--- config.mk ---
export PLATFORM = sky130hd
export DESIGN_NAME = axi_mem_arbiter
export DESIGN_NICKNAME = d
export VERILOG_FILES = /design/src/rtl/axi_mem_arbiter_pkg.sv /design/src/rtl/arb_rr2.sv /design/src/rtl/axi_mem_arbiter.sv
export SDC_FILE = /design/constraint.sdc
export NUM_CORES = 1
export LEC_CHECK = 0
export ABC_AREA = 0
export CAP_MARGIN = 20
export CORE_AREA = 2 2 252 254
export DETAILED_ROUTE_END_ITERATION = 8
export DIE_AREA = 0 0 254 256
export PLACE_DENSITY = 0.35
export SYNTH_ARGS = -nofsm -noshare
export SYNTH_HDL_FRONTEND = slang
export SYNTH_SLANG_ARGS = --single-unit
--- constraint.sdc ---
create_clock -name clock -period 2.09 [get_ports clock]
set_clock_uncertainty 0.1 [all_clocks]
set_input_delay 0.418 -clock clock [delete_from_list [all_inputs] [get_ports clock]]
set_output_delay 0.418 -clock clock [all_outputs]
set_load 0.02 [all_outputs]
--- src/rtl/axi_mem_arbiter_pkg.sv ---
// Shared types and AXI4 field widths for the fetch/LSU memory-port arbiter.
package axi_mem_arbiter_pkg;

  localparam int unsigned AXI4_LEN_W   = 8;
  localparam int unsigned AXI4_SIZE_W  = 3;
  localparam int unsigned AXI4_BURST_W = 2;
  localparam int unsigned AXI4_RESP_W  = 2;

  typedef enum logic [1:0] {
    ARB_IDLE  = 2'd0,
    ARB_RD_M0 = 2'd1,
    ARB_RD_M1 = 2'd2,
    ARB_WR_M1 = 2'd3
  } arb_state_e;

  // On a tie, pick the requester that was not served last (last: 0 = M0, 1 = M1).
  function automatic logic [1:0] rr2_pick(input logic [1:0] req, input logic last);
    if (req == 2'b11) begin
      return last ? 2'b01 : 2'b10;
    end
    return req;
  endfunction

endpackage

--- src/rtl/arb_rr2.sv ---
// Two-requester round-robin picker; remembers which read master was granted last.
module arb_rr2
  import axi_mem_arbiter_pkg::*;
(
  input  logic       clock,
  input  logic       reset,
  input  logic [1:0] req,
  input  logic       update,
  output logic [1:0] grant
);

  logic last_q, last_d;

  assign grant = rr2_pick(req, last_q);

  always_comb begin
    last_d = last_q;
    if (update && (grant != 2'b00)) begin
      last_d = grant[1];
    end
  end

  // Resetting to M1 lets M0 win the first tie.
  always_ff @(posedge clock) begin
    if (!reset) begin
      last_q <= 1'b1;
    end else begin
      last_q <= last_d;
    end
  end

endmodule

--- src/rtl/axi_mem_arbiter.sv ---
// Shares one AXI4 master port between fetch (M0, read-only) and LSU (M1, read/write),
// granting one whole transaction at a time.
module axi_mem_arbiter
  import axi_mem_arbiter_pkg::*;
#(
  parameter int unsigned ADDR_W = 32,
  parameter int unsigned DATA_W = 64,
  parameter int unsigned ID_W   = 4
) (
  input  logic                    clock,
  input  logic                    reset,
  // M0 read
  input  logic                    m0_arvalid,
  input  logic [ADDR_W-1:0]       m0_araddr,
  input  logic [ID_W-1:0]         m0_arid,
  input  logic [AXI4_LEN_W-1:0]   m0_arlen,
  input  logic [AXI4_SIZE_W-1:0]  m0_arsize,
  input  logic [AXI4_BURST_W-1:0] m0_arburst,
  output logic                    m0_arready,
  output logic                    m0_rvalid,
  output logic [AXI4_RESP_W-1:0]  m0_rresp,
  output logic [DATA_W-1:0]       m0_rdata,
  output logic                    m0_rlast,
  output logic [ID_W-1:0]         m0_rid,
  input  logic                    m0_rready,
  // M1 read
  input  logic                    m1_arvalid,
  input  logic [ADDR_W-1:0]       m1_araddr,
  input  logic [ID_W-1:0]         m1_arid,
  input  logic [AXI4_LEN_W-1:0]   m1_arlen,
  input  logic [AXI4_SIZE_W-1:0]  m1_arsize,
  input  logic [AXI4_BURST_W-1:0] m1_arburst,
  output logic                    m1_arready,
  output logic                    m1_rvalid,
  output logic [AXI4_RESP_W-1:0]  m1_rresp,
  output logic [DATA_W-1:0]       m1_rdata,
  output logic                    m1_rlast,
  output logic [ID_W-1:0]         m1_rid,
  input  logic                    m1_rready,
  // M1 write
  input  logic                    m1_awvalid,
  input  logic [ADDR_W-1:0]       m1_awaddr,
  input  logic [ID_W-1:0]         m1_awid,
  input  logic [AXI4_LEN_W-1:0]   m1_awlen,
  input  logic [AXI4_SIZE_W-1:0]  m1_awsize,
  input  logic [AXI4_BURST_W-1:0] m1_awburst,
  output logic                    m1_awready,
  input  logic                    m1_wvalid,
  input  logic [DATA_W-1:0]       m1_wdata,
  input  logic [DATA_W/8-1:0]     m1_wstrb,
  input  logic                    m1_wlast,
  output logic                    m1_wready,
  output logic                    m1_bvalid,
  output logic [AXI4_RESP_W-1:0]  m1_bresp,
  output logic [ID_W-1:0]         m1_bid,
  input  logic                    m1_bready,
  // SoC side
  output logic                    io_master_arvalid,
  output logic [ADDR_W-1:0]       io_master_araddr,
  output logic [ID_W-1:0]         io_master_arid,
  output logic [AXI4_LEN_W-1:0]   io_master_arlen,
  output logic [AXI4_SIZE_W-1:0]  io_master_arsize,
  output logic [AXI4_BURST_W-1:0] io_master_arburst,
  input  logic                    io_master_arready,
  input  logic                    io_master_rvalid,
  input  logic [AXI4_RESP_W-1:0]  io_master_rresp,
  input  logic [DATA_W-1:0]       io_master_rdata,
  input  logic                    io_master_rlast,
  input  logic [ID_W-1:0]         io_master_rid,
  output logic                    io_master_rready,
  output logic                    io_master_awvalid,
  output logic [ADDR_W-1:0]       io_master_awaddr,
  output logic [ID_W-1:0]         io_master_awid,
  output logic [AXI4_LEN_W-1:0]   io_master_awlen,
  output logic [AXI4_SIZE_W-1:0]  io_master_awsize,
  output logic [AXI4_BURST_W-1:0] io_master_awburst,
  input  logic                    io_master_awready,
  output logic                    io_master_wvalid,
  output logic [DATA_W-1:0]       io_master_wdata,
  output logic [DATA_W/8-1:0]     io_master_wstrb,
  output logic                    io_master_wlast,
  input  logic                    io_master_wready,
  input  logic                    io_master_bvalid,
  input  logic [AXI4_RESP_W-1:0]  io_master_bresp,
  input  logic [ID_W-1:0]         io_master_bid,
  output logic                    io_master_bready
);

  arb_state_e state_q, state_d;
  logic       ar_done_q, ar_done_d;
  logic       aw_done_q, aw_done_d;
  logic       w_done_q, w_done_d;

  logic [1:0] rd_req, rd_grant;
  logic       rd_update;
  logic       rd_sel_m1;
  logic       sel_arvalid, sel_rready;

  assign rd_req    = {m1_arvalid, m0_arvalid};
  assign rd_sel_m1 = (state_q == ARB_RD_M1);
  assign sel_arvalid = rd_sel_m1 ? m1_arvalid : m0_arvalid;
  assign sel_rready  = rd_sel_m1 ? m1_rready  : m0_rready;

  arb_rr2 u_arb_rr2 (
    .clock  (clock),
    .reset  (reset),
    .req    (rd_req),
    .update (rd_update),
    .grant  (rd_grant)
  );

  always_comb begin
    state_d   = state_q;
    ar_done_d = ar_done_q;
    aw_done_d = aw_done_q;
    w_done_d  = w_done_q;
    rd_update = 1'b0;

    io_master_arvalid = 1'b0;
    io_master_araddr  = '0;
    io_master_arid    = '0;
    io_master_arlen   = '0;
    io_master_arsize  = '0;
    io_master_arburst = '0;
    io_master_rready  = 1'b0;
    io_master_awvalid = 1'b0;
    io_master_awaddr  = '0;
    io_master_awid    = '0;
    io_master_awlen   = '0;
    io_master_awsize  = '0;
    io_master_awburst = '0;
    io_master_wvalid  = 1'b0;
    io_master_wdata   = '0;
    io_master_wstrb   = '0;
    io_master_wlast   = 1'b0;
    io_master_bready  = 1'b0;

    m0_arready = 1'b0;
    m0_rvalid  = 1'b0;
    m0_rresp   = '0;
    m0_rdata   = '0;
    m0_rlast   = 1'b0;
    m0_rid     = '0;
    m1_arready = 1'b0;
    m1_rvalid  = 1'b0;
    m1_rresp   = '0;
    m1_rdata   = '0;
    m1_rlast   = 1'b0;
    m1_rid     = '0;
    m1_awready = 1'b0;
    m1_wready  = 1'b0;
    m1_bvalid  = 1'b0;
    m1_bresp   = '0;
    m1_bid     = '0;

    case (state_q)
      ARB_IDLE: begin
        if (m1_awvalid) begin
          state_d = ARB_WR_M1;
        end else if (rd_grant[0]) begin
          state_d   = ARB_RD_M0;
          rd_update = 1'b1;
        end else if (rd_grant[1]) begin
          state_d   = ARB_RD_M1;
          rd_update = 1'b1;
        end
      end

      ARB_RD_M0, ARB_RD_M1: begin
        io_master_arvalid = sel_arvalid & ~ar_done_q;
        io_master_araddr  = rd_sel_m1 ? m1_araddr  : m0_araddr;
        io_master_arid    = rd_sel_m1 ? m1_arid    : m0_arid;
        io_master_arlen   = rd_sel_m1 ? m1_arlen   : m0_arlen;
        io_master_arsize  = rd_sel_m1 ? m1_arsize  : m0_arsize;
        io_master_arburst = rd_sel_m1 ? m1_arburst : m0_arburst;
        io_master_rready  = sel_rready;
        if (rd_sel_m1) begin
          m1_arready = io_master_arready & ~ar_done_q;
          m1_rvalid  = io_master_rvalid;
          m1_rresp   = io_master_rresp;
          m1_rdata   = io_master_rdata;
          m1_rlast   = io_master_rlast;
          m1_rid     = io_master_rid;
        end else begin
          m0_arready = io_master_arready & ~ar_done_q;
          m0_rvalid  = io_master_rvalid;
          m0_rresp   = io_master_rresp;
          m0_rdata   = io_master_rdata;
          m0_rlast   = io_master_rlast;
          m0_rid     = io_master_rid;
        end
        if (sel_arvalid && !ar_done_q && io_master_arready) begin
          ar_done_d = 1'b1;
        end
        if (io_master_rvalid && sel_rready && io_master_rlast) begin
          state_d   = ARB_IDLE;
          ar_done_d = 1'b0;
        end
      end

      ARB_WR_M1: begin
        // AW and W progress independently; each is closed off once it has handshaken.
        io_master_awvalid = m1_awvalid & ~aw_done_q;
        io_master_awaddr  = m1_awaddr;
        io_master_awid    = m1_awid;
        io_master_awlen   = m1_awlen;
        io_master_awsize  = m1_awsize;
        io_master_awburst = m1_awburst;
        m1_awready        = io_master_awready & ~aw_done_q;
        io_master_wvalid  = m1_wvalid & ~w_done_q;
        io_master_wdata   = m1_wdata;
        io_master_wstrb   = m1_wstrb;
        io_master_wlast   = m1_wlast;
        m1_wready         = io_master_wready & ~w_done_q;
        m1_bvalid         = io_master_bvalid;
        m1_bresp          = io_master_bresp;
        m1_bid            = io_master_bid;
        io_master_bready  = m1_bready;
        if (m1_awvalid && !aw_done_q && io_master_awready) begin
          aw_done_d = 1'b1;
        end
        if (m1_wvalid && m1_wlast && !w_done_q && io_master_wready) begin
          w_done_d = 1'b1;
        end
        if (io_master_bvalid && m1_bready) begin
          state_d   = ARB_IDLE;
          aw_done_d = 1'b0;
          w_done_d  = 1'b0;
        end
      end

      default: state_d = ARB_IDLE;
    endcase
  end

  always_ff @(posedge clock) begin
    if (!reset) begin
      state_q   <= ARB_IDLE;
      ar_done_q <= 1'b0;
      aw_done_q <= 1'b0;
      w_done_q  <= 1'b0;
    end else begin
      state_q   <= state_d;
      ar_done_q <= ar_done_d;
      aw_done_q <= aw_done_d;
      w_done_q  <= w_done_d;
    end
  end

endmodule
==> out/metrics.csv <==
stage,metric,value,unit
outcome,status,"finished, violations left",
outcome,failing checks,negative setup slack,
clock_tree,cts hold-fix bufs,0,
placed_design,RePlAce Congestion,0.885,
floorplan,Ports,642,
placed_design,Placed Area,11000,um2
global_route,met1 Usage GRT,9.87,%
worst_setup_path,crit path max fanout,8,
timing,pins over their slew limit,0,
timing,RSZ-0062 raised after global routing,true,
placed_design,placed insts,1977,
clock_tree,CTS tree,done,
synthesis,most frequent cell after synthesis,and2_1,
floorplan,die area,65000,um2
route,final WL,34400,um
synthesis,Synth Cell Area,3020,um2
layout,Final Util,19.4,%
clock_tree,root buffer cell,clkbuf_16,
synthesis,Unique masters post-synth,27,
timing,setup ws final,-0.182,ns
synthesis,Synth area leaders,"and2_1 (57%), mux2i_1 (18%), nor2_1 (6.7%)",
layout,fin nets,1498,
layout,layout cells sized above 1,51.4,%
synthesis,post-synth net total,782,
clock_tree,CTS Buf Count,3,
synthesis,Mapped Cells,466,
global_route,GRT Residual Overflow,0,
timing,setup tns final,-22.87,ns
floorplan,Die Wd,254,um
clock_tree,# clock sinks,6,
synthesis,"Primary FF master, synth",dfxtp_1,
pwr,Leakage,5.43,nW
clock_tree,clk slew on worst S/H paths,0.04,ns
floorplan,core area,62400,um2
clock_tree,clock latency on the worst-skew pair,0.24,ns
layout,ant diodes,0,
layout,area grow syn2layout,300,%
route,vias after detailed routing,6022,
floorplan,FP Rows,92,
timing,slew margin rel.,85.1,%
hold_path,hold path start,w_done_q$_SDFFE_PN0P_,
synthesis,Synth area leader,and2_1,
placed_design,hpwl dp,27300,um
layout,Finished Cell Area,12100,um2
timing,Least-Margin Pin Slew,0.222,ns
global_route,vias in the first global route,6237,
worst_setup_path,CP Launch Type,flop,
route,"antenna viol nets, final",0,
worst_setup_path,kind of critical path,flop to output port,
run,Max-Cap Viols,0,
synthesis,Yosys reg bits,6,
synthesis,Post-synth EDFFs,0,
clock_tree,Max clock buf depth,2,
global_route,initial antenna violation count,3,
floorplan,initial cell density of the core,4.85,%
route,drt via density,2.97,
worst_setup_path,Crit path arrival time,1.75,ns
timing,# setup viols final,233,
global_route,gr busiest metal,met2,
worst_setup_path,Worst Setup SP,state_q[0]$_SDFFE_PN0P_,
floorplan,die height,256,um
pwr,PD cells,1100,nW/um2
layout,filler instances,7036,
clock_tree,# H-tree levels,1,
synthesis,ys async rst share,0,%
placed_design,Port Buffers,641,
timing,Final Hold Fails,0,
timing,f_max,440,MHz
route,DRT iter0 DRCs,125,
worst_setup_path,FF-to-FF Start,state_q[0]$_SDFFE_PN0P_,
route,DRC Markers,0,
layout,"non-filler cells, final",2026,
timing,period utilisation layout,109,%
synthesis,"Seq/Total Area, Yosys",3.97,%
global_route,gr usage total,9.39,%
global_route,largest net degree at the start of global routing,38,
route,Initial DRT Pass Iterations,4,
pwr,worst vdd ir,0.566,mV
global_route,met3 GRT Util,2.41,%
timing,post-layout min period,2.27,ns
global_route,met2 Usage GRT,18.5,%
hold_path,Hold Path Class,flop to flop,
synthesis,Syn Area/Cell,6.49,um2
global_route,first-pass GRT wire length,44200,um
synthesis,yosys synthesis warning count,0,
synthesis,Yosys top cell area share,56.7,%
synthesis,"top cells by count, synth","and2_1 (274), nor2_1 (54), mux2i_1 (53)",
worst_setup_path,Critical Path RT,1.57,ns
route,wire per inst,17.0,um
worst_setup_path,CP Capture Type,output port,
layout make-up:
class	instances	area [um2]	share of cell area, %
clock buffers	3	75.1	0.621
inverters	5	18.8	0.155
multi-input cells	414	3180	26.3
flip-flops and latches	6	123	1.01
well taps	846	1060	8.75
repair buffers	752	7630	63.1
registers in the layout, summed over array words and instances (netlist names):
name              flops
ar_done_q             1
aw_done_q             1
w_done_q              1
state_q               2
u_arb_rr2.last_q      1
kinds of logic after synthesis:
kind of cell | share of synthesized area, %
AO/OA/AOI/OAI | 2.32
flip-flops | 3.97
buffers and inverters | 7.16
AND/OR/NAND/NOR | 66.9
multiplexers | 17.5
adder cells (fa/ha/maj) | 2.07
metal layers:
metal	vias to the layer above	share of wire, %	routed length, um
li1	2885	-	-
met1	2748	36	12500
met2	377	54	18500
met3	12	8.7	3000
met4	0	1.2	401
met5	-	0	0
through the flow:
step | setup WS, ns | hold slack [ns] | total power, mW
3_5_place_dp | -0.485 | 0.374 | 10.3
2_1_floorplan | 0.128 | 0.344 | 4.80
6_report | -0.182 | 0.389 | 13.3
3_3_place_gp | -0.540 | 0.367 | 10.5
4_1_cts | -0.263 | 0.398 | 11.8
5_1_grt | -0.259 | 0.447 | 14.0
where the power goes:
part / switching [mW] / internal (mW) / total, mW
combinational: 6.03 / 6.77 / 12.8
clock: 0.0903 / 0.248 / 0.338
sequential: 0.0219 / 0.145 / 0.167
total: 6.14 / 7.16 / 13.3
worst max-delay path, stage by stage, from the launching register on:
cell and delay, ns:
dfxtp_2 0.31, inv_2 0.08, buf_6 0.11, ha_4 0.18, buf_12 0.18, buf_16 0.16
buf_6 0.10, mux2i_1 0.17, nor2_1 0.06, buf_4 0.15
path summary, 6_finish.rpt:
path	to	depth (start not counted)	slack, ns
worst max-delay path	io_master_araddr[1]	9	-0.18
worst min-delay path	w_done_q$_SDFFE_PN0P_	2	0.39
worst max register to register	state_q[1]$_SDFFE_PN0P_	12	-0.07
worst min register to register	w_done_q$_SDFFE_PN0P_	2	0.39
cells in the final DEF (no fill, tap or decap):
master	instances
inv_2	2
mux2i_2	1
buf_2	85
o21ai_1	1
o31ai_1	1
ha_4	4
dfxtp_1	4
nor2_2	4
a32oi_1	1
and4b_1	1
and2_4	141
dfxtp_2	2
and2_1	133
a21oi_1	1
and3b_1	4
buf_8	10
mux2i_4	4
buf_16	14
nor2_1	49
inv_1	3
nand2_1	8
nor3b_4	1
mux2i_1	48
nor2_4	2
clkdlybuf4s50_1	310
ha_1	1
a21o_1	1
clkbuf_16	9
nor3_4	1
bufbuf_16	1
buf_4	137
buf_6	161
o21bai_1	1
buf_12	27
clkbuf_2	1
o21ai_0	2
a31oi_1	3
and4_1	1
what timing repair did:
action                      CTS  global route
setup endpoints to repair   328           272
gates resized for setup    1440           332
pin swaps                     4            18
buffers inserted             14            20
cloned                       15             9
Power figures use the tool's default switching activity.
